## config.mk

```make
export PLATFORM = sky130hd
export DESIGN_NAME = epass_lookup_arbiter
export DESIGN_NICKNAME = d
export VERILOG_FILES = /design/src/rtl/epass_lookup_arbiter.sv
export SDC_FILE = /design/constraint.sdc
export NUM_CORES = 1
export LEC_CHECK = 0
export ABC_CLOCK_PERIOD_IN_PS = 2300
export CAP_MARGIN = 20
export CORE_MARGIN = 8
export CORE_UTILIZATION = 39
export CTS_CLUSTER_SIZE = 10
export DETAILED_ROUTE_END_ITERATION = 6
export GPL_ROUTABILITY_DRIVEN = 1
export PLACE_DENSITY = 0.77
export SYNTH_ARGS = -nofsm -noshare
export SYNTH_HDL_FRONTEND = slang
export SYNTH_SLANG_ARGS = --single-unit
```

## constraint.sdc

```tcl
create_clock -name clk -period 2.3 [get_ports clk]
set_clock_uncertainty 0.15 [all_clocks]
set_input_delay 0.575 -clock clk [delete_from_list [all_inputs] [get_ports clk]]
set_output_delay 0.575 -clock clk [all_outputs]
set_load 0.01 [all_outputs]
```

## src/rtl/epass_lookup_arbiter.sv

```systemverilog
// epass_lookup_arbiter: round-robin arbiter that shares one E-pass account
// lookup engine among N_LANE toll-lane controllers. One transaction is in
// flight at a time; each is supervised by a timeout. Per-lane verdicts use
// the valid_Epass encoding: 10 pass, 01 reject, 00 pending, 11 error/hold.
module epass_lookup_arbiter #(
    parameter int N_LANE  = 4,
    parameter int TAG_W   = 16,
    parameter int TIMEOUT = 64
) (
    input  logic                      clk,
    input  logic                      reset_n,
    input  logic [N_LANE-1:0]         lane_req_i,
    input  logic [N_LANE*TAG_W-1:0]   lane_tag_i,
    output logic [N_LANE-1:0]         lane_ack_o,
    output logic [2*N_LANE-1:0]       lane_result_o,
    output logic                      eng_valid_o,
    output logic [TAG_W-1:0]          eng_tag_o,
    input  logic                      eng_ready_i,
    input  logic                      eng_rsp_valid_i,
    input  logic                      eng_rsp_ok_i,
    input  logic                      eng_rsp_err_i,
    output logic [7:0]                timeout_cnt_o
);

    localparam int IDX_W = $clog2(N_LANE);
    localparam int TMR_W = $clog2(TIMEOUT);
    localparam logic [TMR_W-1:0] TMR_LAST = TMR_W'(TIMEOUT - 1);
    localparam logic [IDX_W-1:0] IDX_LAST = IDX_W'(N_LANE - 1);

    localparam logic [1:0] V_PEND = 2'b00;
    localparam logic [1:0] V_ERR  = 2'b11;

    typedef enum logic [1:0] {
        S_IDLE,
        S_ISSUE,
        S_WAIT,
        S_DONE
    } state_t;

    state_t              state_q, state_d;
    logic [IDX_W-1:0]    ptr_q, ptr_d;
    logic [IDX_W-1:0]    gnt_q, gnt_d;
    logic [TAG_W-1:0]    tag_q, tag_d;
    logic [TMR_W-1:0]    tmr_q, tmr_d;
    logic [2*N_LANE-1:0] result_q, result_d;
    logic [7:0]          tocnt_q, tocnt_d;

    logic                pick_vld;
    logic [IDX_W-1:0]    pick_idx;
    logic [TAG_W-1:0]    pick_tag;

    // Engine response to lane verdict; an engine fault outranks an ok flag.
    function automatic logic [1:0] rsp_verdict(input logic ok, input logic err);
        if (err)     return 2'b11;
        else if (ok) return 2'b10;
        else         return 2'b01;
    endfunction

    // Timeout counter increment that sticks at its maximum.
    function automatic logic [7:0] sat_inc(input logic [7:0] v);
        return (v == 8'hFF) ? v : v + 8'd1;
    endfunction

    // Round-robin pick: first requesting lane at or after ptr, wrapping.
    always_comb begin
        int               idx;
        logic [IDX_W-1:0] idx_l;
        pick_vld = 1'b0;
        pick_idx = '0;
        for (int k = 0; k < N_LANE; k++) begin
            idx = int'(ptr_q) + k;
            if (idx >= N_LANE) idx = idx - N_LANE;
            idx_l = IDX_W'(idx);
            if (!pick_vld && lane_req_i[idx_l]) begin
                pick_vld = 1'b1;
                pick_idx = idx_l;
            end
        end
    end

    // Tag of the lane the round-robin pick points at.
    always_comb begin
        pick_tag = '0;
        for (int i = 0; i < N_LANE; i++) begin
            if (IDX_W'(i) == pick_idx) pick_tag = lane_tag_i[i*TAG_W +: TAG_W];
        end
    end

    // Transaction FSM next state, timer, verdict and timeout bookkeeping.
    always_comb begin
        state_d  = state_q;
        ptr_d    = ptr_q;
        gnt_d    = gnt_q;
        tag_d    = tag_q;
        tmr_d    = tmr_q;
        result_d = result_q;
        tocnt_d  = tocnt_q;
        unique case (state_q)
            S_IDLE: begin
                if (pick_vld) begin
                    gnt_d = pick_idx;
                    tag_d = pick_tag;
                    tmr_d = '0;
                    for (int i = 0; i < N_LANE; i++) begin
                        if (IDX_W'(i) == pick_idx) result_d[2*i +: 2] = V_PEND;
                    end
                    state_d = S_ISSUE;
                end
            end
            S_ISSUE: begin
                tmr_d = tmr_q + 1'b1;
                if (tmr_q == TMR_LAST) begin
                    for (int i = 0; i < N_LANE; i++) begin
                        if (IDX_W'(i) == gnt_q) result_d[2*i +: 2] = V_ERR;
                    end
                    tocnt_d = sat_inc(tocnt_q);
                    state_d = S_DONE;
                end else if (eng_ready_i) begin
                    state_d = S_WAIT;
                end
            end
            S_WAIT: begin
                tmr_d = tmr_q + 1'b1;
                if (eng_rsp_valid_i) begin
                    // A response in the timeout cycle still counts.
                    for (int i = 0; i < N_LANE; i++) begin
                        if (IDX_W'(i) == gnt_q)
                            result_d[2*i +: 2] = rsp_verdict(eng_rsp_ok_i, eng_rsp_err_i);
                    end
                    state_d = S_DONE;
                end else if (tmr_q == TMR_LAST) begin
                    for (int i = 0; i < N_LANE; i++) begin
                        if (IDX_W'(i) == gnt_q) result_d[2*i +: 2] = V_ERR;
                    end
                    tocnt_d = sat_inc(tocnt_q);
                    state_d = S_DONE;
                end
            end
            S_DONE: begin
                ptr_d   = (gnt_q == IDX_LAST) ? '0 : gnt_q + 1'b1;
                state_d = S_IDLE;
            end
            default: state_d = S_IDLE;
        endcase
    end

    // State and datapath registers; reset aborts any transaction at once.
    always_ff @(posedge clk or negedge reset_n) begin
        if (!reset_n) begin
            state_q  <= S_IDLE;
            ptr_q    <= '0;
            gnt_q    <= '0;
            tag_q    <= '0;
            tmr_q    <= '0;
            result_q <= '0;
            tocnt_q  <= '0;
        end else begin
            state_q  <= state_d;
            ptr_q    <= ptr_d;
            gnt_q    <= gnt_d;
            tag_q    <= tag_d;
            tmr_q    <= tmr_d;
            result_q <= result_d;
            tocnt_q  <= tocnt_d;
        end
    end

    // Ack pulse for the granted lane during the single DONE cycle.
    always_comb begin
        lane_ack_o = '0;
        if (state_q == S_DONE) begin
            for (int i = 0; i < N_LANE; i++) begin
                if (IDX_W'(i) == gnt_q) lane_ack_o[i] = 1'b1;
            end
        end
    end

    assign eng_valid_o   = (state_q == S_ISSUE);
    assign eng_tag_o     = tag_q;
    assign lane_result_o = result_q;
    assign timeout_cnt_o = tocnt_q;

endmodule

```

==> impl_metrics.py <==
metrics = {
    "clocking": {
        "root_buffer": "clkbuf_8",
        "cts.sinks": 44,
        "clk_latency_ns": 0.30,
        "numCtsBuffers": 5,
        "cts-htree-levels": 2,
        "path_clk_slew_ns": 0.09,
        "cts_tree": "yes",
        "cts_buffer_depth": 2,
        "postCtsHoldBufs": 0,
    },
    "drt": {
        "ant_nets": 0,
        "drtPass1Iterations": 5,
        "via_per_inst": 5.45,
        "dr.max_layer_used": "met4",
        "drc": 0,
        "wl_met3_um": 775,
        "vias": 2762,
        "drt-initial-drc-count": 185,
        "wl_met1_mm": 3.48,
        "wl_mm": 8.60,
        "wl_met2_mm": 4.20,
        "wire_per_inst_um": 17.0,
    },
    "synth": {
        "synth_cell_types": 48,
        "synth_top_family_by_area": "compound AO/OA/AOI/OAI gates",
        "synth_top_area_share_pct": 40.9,
        "avgSynthCellArea_um2": 9.51,
        "ys_ff_latch": 44,
        "synth_xor_area_share_pct": 2.93,
        "ys_async_sr_fraction_pct": 100,
        "yosysWarnings": 0,
        "synthMuxAreaShare_pct": 7.67,
        "synth_cells": 283,
        "synth_area_leaders": "dfrtp_1, mux2_2, ha_1",
        "yosys.area.top_type": "dfrtp_1",
        "synth_edf_count": 0,
        "ys_seq_area_share_pct": 40.9,
        "syn_area_um2": 2690,
        "synth_adder_area_share_pct": 5.12,
        "synth_nets": 368,
        "synth-simple-area-share_pct": 15.9,
        "ys.flop_type": "dfrtp_1",
        "synth_compound_area_share_pct": 22.2,
    },
    "sta": {
        "setup_ws_ns": 0.0724,
        "rsz0062_at_grt": "yes",
        "relSlewSlack_pct": 68.1,
        "fmax_mhz": 449,
        "finalSetupTns_ns": 0,
        "post-route-min-period_ns": 2.23,
        "final-setup-viol-count": 0,
        "maxSlewViolCount": 0,
        "worst_slew_pin_slew_ns": 0.479,
        "finalHoldViolCount": 0,
        "fin_crit_sh_pct": 96.9,
    },
    "power": {
        "p_per_area_nw_per_um2": 1080,
        "p_leak_nw": 1.85,
        "vdd_drop_max_mv": 0.473,
    },
    "global_route": {
        "antenna_found_initial": 0,
        "grt_use_total_pct": 17.9,
        "grt_max_degree": 23,
        "grt_pass1_vias": 2857,
        "grt_pass1_wl_mm": 14.2,
        "grt-ovfl-total": 0,
    },
    "setup_path": {
        "max_stage_delay_ns": 0.47,
        "cpMostUsedCell": "buf_4",
        "startpoint": "ptr_q[1]$_DFFE_PN0P_",
        "crit_chain": "buf_4, a21oi_4, a221oi_4, buf_4, buf_4, o32a_2, o31ai_1, o21ai_0",
        "crit_required_ns": 2.32,
        "regToRegSetupSlack_ns": 0.07,
        "crit_type": "flip-flop to flip-flop",
        "arrival_ns": 2.25,
        "worst_setup_path_end_kind": "flip-flop",
        "cp_max_fo": 6,
        "slowest_stage": "dfrtp_2",
        "r2r_cells": 8,
        "r2r_start": "ptr_q[1]$_DFFE_PN0P_",
        "crit_path_start_kind": "flip-flop",
        "r2r-end": "lane_result_o[1]$_DFFE_PN0P_",
    },
    "finish": {
        "syn2layout_area_growth_pct": 57.9,
        "antenna_cells": 0,
        "nNetsFinal": 511,
        "drive_gt1_share_pct": 19.4,
    },
    "place": {
        "gp_congestion": 0.852,
        "place_ws_ns": -0.496,
        "dp_hpwl_mm": 6.83,
        "port_buffers": 110,
    },
    "floorplanning": {
        "die_width_um": 99.1,
        "ios": 111,
        "die_h_um": 99.1,
        "core_um2": 6720,
        "start_util_pct": 40.0,
        "dieArea_um2": 9810,
        "rows": 30,
    },
    "flow_run": {
        "maxCapViolations": 0,
    },
    "outcome": {
        "status": "completed",
    },
    "hold_path": {
        "hp-class": "input pin to asynchronous set/reset pin",
    },
}
## metal layers
layer  vias up  global-route usage, %
met5         -                      0
met4         0                   5.24
met3        13                   7.33
met2       113                   29.5
met1      1319                   20.7
li1       1317                      -
## synthesized netlist by cell type (2+ instances only)
cell      count
a21oi_1      22
a222oi_1      9
a31oi_1       2
and2_1        5
and3_1        2
buf_2         2
buf_4         2
buf_6         4
clkbuf_1      2
clkbuf_8      2
dfrtp_1      44
ha_1         11
inv_1         9
mux2_2       17
nand2_1      26
nand2b_1      5
nand3_1       6
nand4_1       3
nor2_1       35
nor2b_1       2
o2111a_1      2
o21ai_0      20
o21ai_1       7
o21bai_1      2
o221ai_1      7
o22a_1        2
o31ai_1       4
or3_1         2
xnor2_1       7
xor2_1        2
## worst max-delay path by stage
stage | slack, ns | cells past startpoint | endpoint
2_1_floorplan | -0.02 | 7 | eng_tag_o[15]$_DFFE_PN0P_
3_3_place_gp | -0.42 | 7 | eng_tag_o[11]$_DFFE_PN0P_
3_5_place_dp | -0.50 | 7 | eng_tag_o[12]$_DFFE_PN0P_
4_1_cts | -0.08 | 3 | lane_ack_o[3]
5_1_grt | -0.03 | 7 | eng_tag_o[11]$_DFFE_PN0P_
6_report | 0.07 | 8 | lane_result_o[1]$_DFFE_PN0P_
## cells by family (layout without fill, tap and decap cells)
group           count (synthesis)  count (layout)
flops                          44              44
buf+inv                        22             166
simple gates                   92              92
compound gates                 87              87
fa+ha+maj                      11              11
mux                            18              18
xor+xnor                        9               9
## metrics by stage
stage               hold WS (ns)  instances  util [%]  power [W]  instance area, µm²
finish                    0.0697        507      63.2    0.00457                4250
floorplan                  0.129        283         -    0.00273                2730
global placement           0.315        493      60.4    0.00380                4060
global route               0.107        507      63.2    0.00491                4250
CTS                       0.0816        503      62.4    0.00450                4190
detailed placement         0.323        493      60.4    0.00387                4060
## registers in the layout (all words and copies together), names as in the netlist
| register | flops |
|---|---|
| eng_tag_o | 16 |
| gnt_q | 2 |
| lane_result_o | 8 |
| ptr_q | 2 |
| state_q | 2 |
| timeout_cnt_o | 8 |
| tmr_q | 6 |
## cell type report
class	count	area (µm²)
fillers	548	2470
repair buffers	148	1390
well taps	80	100
flip-flops and latches	44	1100
inverters	10	37.5
clock inverters	2	35.0
multi-input cells	217	1510
clock buffers	6	72.6
## power breakdown
group / leakage, nW / internal [W] / total (W) / switching [W]
clock network: 0.0552 / 0.000323 / 0.000597 / 0.000275
logic: 1.24 / 0.00140 / 0.00274 / 0.00134
registers: 0.557 / 0.00103 / 0.00123 / 0.000195
total: 1.85 / 0.00276 / 0.00457 / 0.00181
## worst max-delay path, delay by kind of cell (launching register included)
kind | cells | cell delay (ns)
compound gates | 5 | 1.03
buf+inv | 3 | 0.46
flops | 1 | 0.47
## timing repair
| item | in CTS | in global routing |
|---|---|---|
| setup endpoints to repair | 28 | 18 |
| pin swaps | 1 | 3 |
| gates resized for setup | 13 | 11 |
| setup buffers | 2 | 4 |
## layout by cell type (no fill, tap or decap), types with 9 or more instances in the layout
| master | synthesis | final |
|---|---|---|
| clkdlybuf4s50_1 | 0 | 100 |
| buf_4 | 2 | 37 |
| mux2_2 | 17 | 17 |
| nand2_1 | 26 | 26 |
| a21oi_1 | 22 | 20 |
| dfrtp_1 | 44 | 41 |
| o21ai_0 | 20 | 20 |
| inv_1 | 9 | 9 |
| nor2_1 | 35 | 35 |
| a222oi_1 | 9 | 9 |
Note: power is estimated with default switching activity, not from simulation.
==> variant 1: new RTL, same flow settings <==
`TAG_W`: 16 -> 14.
--- a/src/rtl/epass_lookup_arbiter.sv
+++ b/src/rtl/epass_lookup_arbiter.sv
@@ -4,7 +4,7 @@
 // the valid_Epass encoding: 10 pass, 01 reject, 00 pending, 11 error/hold.
 module epass_lookup_arbiter #(
     parameter int N_LANE  = 4,
-    parameter int TAG_W   = 16,
+    parameter int TAG_W   = 14,
     parameter int TIMEOUT = 64
 ) (
     input  logic                      clk,
Ports: changed (resized eng_tag_o and lane_tag_i); port bits go from 111 to 101. The function was not compared with the original's and may differ.
==> variant 1 against the original RTL <==
- area after synthesis shrank 3.5%
- sequential power decreased by 4%
- sequential share of layout area up 0.72 points
- sequential cell count fell by 2
- cell area is 7.3% lower
- synthesized cell count grew 1.8%
- via count decreased by 8.3%
- largest power group unchanged
- total power down 9.1%
- highest routed layer unchanged
- count of clock-buffer cells in the layout unchanged
- setup slack got worse by 0.019 ns
- maximum frequency is 0.85% lower
- wire length decreased by 12%
- utilization down 1.6 points
==> variant 1: results (changes against the original RTL) <==
[drt]
drt_wl_total_mm = 7.568  ; -12%
wl_met3_um = 797  ; +2.8%
post_detailed_route_count_of_antenna_violating_nets = 0  ; unchanged
route.vias.total = 2534  ; -8.3%
detailedRoute.firstPassIterationCount = 5  ; unchanged
wl_met1_mm = 3.163  ; -9.2%
initialDrtViolationCount = 144  ; -22%
wl_met2_mm = 3.518  ; -16%
maxUsedRoutingLayer = met4

[synth]
synth-async-reset-ratio_pct = 100.0  ; unchanged
synth_seq_cells = 42  ; -4.5%
yosys-top-cells-area = sky130_fd_sc_hd__dfrtp_1 (40%), sky130_fd_sc_hd__nand2_1 (8.5%), sky130_fd_sc_hd__ha_1 (5.3%), sky130_fd_sc_hd__o221ai_1 (4.7%), sky130_fd_sc_hd__and3_1 (4.1%)
synth_fp_nets = 365  ; -0.82%
ys.flop_type = sky130_fd_sc_hd__dfrtp_1
ys_top_cells_by_count = sky130_fd_sc_hd__nand2_1 (59), sky130_fd_sc_hd__dfrtp_1 (42), sky130_fd_sc_hd__nor2_1 (19)
yosysSeqAreaShare_pct = 40.48  ; -0.45 points
synthesis.yosys.warnings = 0  ; unchanged
ys_types = 46  ; -4.2%

[pwr]
pwr.group.clock_uw = 578  ; -3%
comb_power_share_pct = 57.6  ; -2.4 points
vdd.ir_drop.worst_mv = 0.4678  ; -1.2%
power.leakage_uw = 0.001748  ; -5.4%
power_report.internal_total_uw = 2489  ; -9.8%
power_consumption_uw = 4156  ; -9.1%

[clocking]
cts_root_buf = sky130_fd_sc_hd__clkbuf_8
htree_num_levels = 2  ; unchanged
cts.clk_slew.worst_paths_ns = 0.08
clock_buffer_count_from_cts = 5  ; unchanged
clkLatencyLatePin_ns = 0.29
ctsLongestPathBuffers = 2  ; unchanged

[critical_path]
crit_path_max_fanout = 5  ; -1
critical_path_arrival_ns = 2.27  ; +0.02 ns
critical_path.top_delay_family = buffers and inverters
cp_slowest_stage_delay_ns = 0.56  ; +0.09 ns
critical-path-slowest-cell = sky130_fd_sc_hd__clkdlybuf4s50_1
rr_worst_depth = 7  ; -1

[global_route]
global_route.usage.total_pct = 15.78  ; -2.1 points
grt_start_max_net_pins = 24  ; +4.3%
initial_antenna_violation_count = 0  ; unchanged
grt_first_pass_wirelength_mm = 12.41  ; -13%
vias_in_the_first_global_route = 2625  ; -8.1%

[placement]
port-buffer-count = 100  ; -9.1%
detailed_placer_s_ending_hpwl_mm = 6.143  ; -10%
finalWeightedCongestion = 0.8107  ; -4.9%

[finish]
num_antenna_cells = 0  ; unchanged
largest_reg_flops = 14  ; -2
fin_nets = 481  ; -5.9%
drive_above_1_share_pct = 12.84  ; -6.6 points

[timing]
worstMarginPinSlew_ns = 0.5348  ; +0.05567 ns

[run_status]
outcome = complete, no violations

[min_path]
worstHoldPathType = in -> async

==> variant 1: changes by cell type in the layout (fill, tap and decap cells not counted), sizes merged, moves of 8 or more <==
| cell | before | now |
|---|---|---|
| nor2 | 35 | 21 |
| a21oi | 22 | 8 |
| mux2 | 18 | 3 |
| clkdlybuf4s50 | 100 | 91 |
| nand2 | 26 | 59 |
| o21ai | 27 | 35 |
| a222oi | 9 | 0 |
| and3 | 2 | 17 |
| buf | 39 | 22 |
==> variant 1: worst paths after layout <==
path                                                from                           end  slack, ns
min in group clk                eng_tag_o[9]$_DFFE_PN0P_      eng_tag_o[9]$_DFFE_PN0P_       0.33
max in group asynchronous                        reset_n          gnt_q[0]$_DFFE_PN0P_       1.39
worst max-delay path                       lane_req_i[3]  lane_result_o[0]$_DFFE_PN0P_       0.05
worst min-delay path                             reset_n  timeout_cnt_o[6]$_DFFE_PN0P_        0.1
worst min register to register  eng_tag_o[9]$_DFFE_PN0P_      eng_tag_o[9]$_DFFE_PN0P_       0.33
worst max register to register    state_q[0]$_DFFE_PN0P_  lane_result_o[0]$_DFFE_PN0P_       0.15
==> variant 1: timing repair <==
item,4_1_cts,5_1_grt
pin swaps,0,1
buffers inserted,0,1
hold endpoints to repair,0,0
endpoints found under the setup margin,5,17
gates resized for setup,8,8
==> variant 1: final cells by class <==
| cell class | count | area, um2 |
|---|---|---|
| Clock inverter | 2 | 37.54 |
| Inverter | 8 | 30.03 |
| Fill cell | 581 | 2451 |
| Timing Repair Buffer | 121 | 1196 |
| Tap cell | 77 | 96.34 |
| Multi-Input combinational cell | 226 | 1450 |
| Clock buffer | 6 | 72.57 |
| Sequential cell | 42 | 1052 |
==> variant 1: through the flow <==
step,instance area [um2],hold slack (ns),utilization [%],instances,worst slack [ns]
2_1_floorplan,2596,0.1294,-,288,0.4033
3_3_place_gp,3789,0.3174,59.33,473,-0.2179
3_5_place_dp,3789,0.3189,59.33,473,-0.2736
4_1_cts,3908,0.1122,61.19,481,0.03661
5_1_grt,3935,0.1383,61.62,482,0.008094
6_report,3935,0.09800,61.62,482,0.05324
==> variant 1: logic make-up (layout without fill, tap and decap cells) <==
| kind of cell | Yosys count | after routing | synth area share (%) |
|---|---|---|---|
| and+or+nand+nor | 123 | 123 | 23.47 |
| AOI/OAI and AO/OA | 78 | 78 | 21.21 |
| DFF | 42 | 42 | 40.48 |
| buffers and inverters | 20 | 137 | 4.530 |
| adders and majority gates | 11 | 11 | 5.301 |
| xor gates and xnor gates | 11 | 11 | 3.711 |
| muxes | 3 | 3 | 1.301 |
==> variant 1: routing by layer <==
metal  vias up  GRT usage [%]
li1       1254              -
met1      1179          17.74
met2        93          25.50
met3         8          8.037
met4         0          4.545
met5         -              0
==> variant 2: new RTL, same flow settings <==
Made on the original files. The 4 states of `state_t` get a one-hot encoding in 4 bits.
--- a/src/rtl/epass_lookup_arbiter.sv
+++ b/src/rtl/epass_lookup_arbiter.sv
@@ -30,11 +30,11 @@
     localparam logic [1:0] V_PEND = 2'b00;
     localparam logic [1:0] V_ERR  = 2'b11;
 
-    typedef enum logic [1:0] {
-        S_IDLE,
-        S_ISSUE,
-        S_WAIT,
-        S_DONE
+    typedef enum logic [3:0] {
+        S_IDLE  = 4'b0001,
+        S_ISSUE = 4'b0010,
+        S_WAIT  = 4'b0100,
+        S_DONE  = 4'b1000
     } state_t;
 
     state_t              state_q, state_d;
Behaviour: no difference found for any inputs over 4 cycles, from zero or initial values and one cycle with reset_n low; so few cycles prove little.
==> variant 2 against the original RTL <==
- sequential cell count up 2
- combinational power fell by 6%
- setup slack got worse by 0.038 ns
- total power fell by 5.8%
- critical path type unchanged
- area after synthesis rose by 7.1%
- die area grew 5.9%
- cell area rose by 9.9%
- maximum frequency down 1.7%
- wire length grew 19%
==> variant 2: results (changes against the original RTL) <==
[critical_path]
crit_path_max_fanout = 5  ; -1
critical_path.top_delay_family = simple AND/OR/NAND/NOR gates
critical_path_arrival_ns = 2.35  ; +0.10 ns
critical-path-slowest-cell = sky130_fd_sc_hd__or4b_4
cp_slowest_stage_delay_ns = 0.51  ; +0.04 ns

[clocking]
ctsLongestPathBuffers = 2  ; unchanged
cts_root_buf = sky130_fd_sc_hd__clkbuf_8
htree_num_levels = 2  ; unchanged
cts.clk_slew.worst_paths_ns = 0.10
clock_buffer_count_from_cts = 5  ; unchanged
clkLatencyLatePin_ns = 0.31

[global_route]
grt_first_pass_wirelength_mm = 15.61  ; +9.8%
grt_start_max_net_pins = 47  ; +100%
vias_in_the_first_global_route = 3035  ; +6.2%
initial_antenna_violation_count = 0  ; unchanged
global_route.usage.total_pct = 19.24  ; +1.4 points

[run_status]
outcome = complete, no violations

[placement]
port-buffer-count = 110  ; unchanged
finalWeightedCongestion = 0.8153  ; -4.3%
pre_cts_slack_ns = -0.4526  ; +0.04304 ns
detailed_placer_s_ending_hpwl_mm = 7.299  ; +6.9%

[finish]
drive_above_1_share_pct = 32.49  ; +13 points
largest_reg_flops = 16  ; unchanged
num_antenna_cells = 0  ; unchanged
fin_nets = 513  ; +0.39%

[synth]
synthesized_area_fraction_occupied_by_xor_and_xnor_cells_pct = 3.345  ; +0.41 points
ys_types = 64  ; +33%
ys_top_cells_by_count = sky130_fd_sc_hd__dfrtp_1 (45), sky130_fd_sc_hd__a22o_1 (17), sky130_fd_sc_hd__nor2_1 (14), sky130_fd_sc_hd__o221a_2 (14), sky130_fd_sc_hd__a21oi_1 (13)
yosys-top-cells-area = sky130_fd_sc_hd__dfrtp_1 (39%), sky130_fd_sc_hd__o221a_2 (5.5%), sky130_fd_sc_hd__a22o_1 (5.2%), sky130_fd_sc_hd__a221o_1 (3.8%), sky130_fd_sc_hd__a221o_2 (2.7%)
synth_fp_nets = 351  ; -4.6%
synthesis.yosys.warnings = 0  ; unchanged
synth-async-reset-ratio_pct = 100.0  ; unchanged
yosysSeqAreaShare_pct = 40.01  ; -0.92 points
ys.flop_type = sky130_fd_sc_hd__dfrtp_1
synth_compound_area_share_pct = 29.54  ; +7.4 points
synth.area.mux_share_pct = 0.7819  ; -6.9 points
yosys.area_share.adder_pct = 2.606  ; -2.5 points

[pwr]
vdd.ir_drop.worst_mv = 0.3920  ; -17%
swShare_pct = 37.87  ; -1.7 points
power.leakage_uw = 0.001945  ; +5.2%

[timing]
slew_headroom_pct = 57.96  ; -10 points

[min_path]
worstHoldPathType = in -> async

[drt]
detailedRoute.firstPassIterationCount = 4  ; -1
drt_wl_total_mm = 10.20  ; +19%
initialDrtViolationCount = 151  ; -18%
route.vias.total = 2919  ; +5.7%

variant 2: cell types whose count changed after synthesis, moves of 12 or more:
cell                      delta
sky130_fd_sc_hd__a22o_1     +17
sky130_fd_sc_hd__nor2_1     -21
sky130_fd_sc_hd__mux2_2     -16
sky130_fd_sc_hd__o21ai_0    -12
sky130_fd_sc_hd__o221a_2    +14
sky130_fd_sc_hd__nand2_1    -16
variant 2: cell families (layout without fill, tap and decap cells):
family / after synthesis / after routing
xor gates and xnor gates: 11 / 11
buffers and inverters: 22 / 183
AOI/OAI and AO/OA: 96 / 96
adders and majority gates: 6 / 6
and+or+nand+nor: 88 / 90
DFF: 46 / 46
muxes: 2 / 2
variant 2: worst paths after layout:
path,startpoint,to,slack (ns),cells past startpoint
max reg2reg,state_q[2]$_DFFE_PN0P_,timeout_cnt_o[7]$_DFFE_PN0P_,0.03,7
max,state_q[2]$_DFFE_PN0P_,timeout_cnt_o[7]$_DFFE_PN0P_,0.03,7
min in group clk,timeout_cnt_o[5]$_DFFE_PN0P_,timeout_cnt_o[5]$_DFFE_PN0P_,0.35,1
min,reset_n,lane_result_o[3]$_DFFE_PN0P_,0.20,2
min reg2reg,timeout_cnt_o[5]$_DFFE_PN0P_,timeout_cnt_o[5]$_DFFE_PN0P_,0.35,1
max in group asynchronous,reset_n,ptr_q[1]$_DFFE_PN0P_,1.35,2
variant 2: per-layer routing:
metal	up-vias	share of wire [%]	global-route usage (%)	routed length [um]
met5	-	0	0	0
met4	0	3.5	9.707	362
met3	22	5.9	4.564	606
met2	96	51	33.30	5191
met1	1426	40	21.62	4038
li1	1375	-	-	-
variant 2: final cells by class:
class	count	area [um2]
Clock inverter	3	21.27
Timing Repair Buffer	168	1583
Sequential cell	46	1154
Multi-Input combinational cell	205	1692
Inverter	7	26.28
Clock buffer	5	68.82
Tap cell	99	123.9
Fill cell	597	2546
variant 2: repair_timing:
| item | in CTS | in global routing |
|---|---|---|
| gates resized for setup | 30 | 17 |
| pin swaps | 6 | 5 |
| gates cloned | 2 | 0 |
| setup buffers | 11 | 10 |
| setup endpoints to repair | 27 | 25 |
variant 2: through the flow:
| step | std cells | area [um2] | TNS [ns] | power, uW |
|---|---|---|---|---|
| 2_1_floorplan | 271 | 2880 | 0 | 2503 |
| 3_3_place_gp | 503 | 4353 | -11.10 | 3524 |
| 3_5_place_dp | 503 | 4353 | -12.77 | 3578 |
| 4_1_cts | 524 | 4552 | -0.003647 | 4221 |
| 5_1_grt | 533 | 4668 | -0.01047 | 4554 |
| 6_report | 533 | 4668 | 0 | 4305 |
variant 2: power groups by stage:
stage                     sequential [uW]  clock [uW]  combinational [uW]
after floorplan                      1240           0                1270
after CTS                            1190         539                2490
after global routing                 1220         559                2770
after detailed placement             1200           0                2380
final                                1200         523                2580
after global placement               1190           0                2330
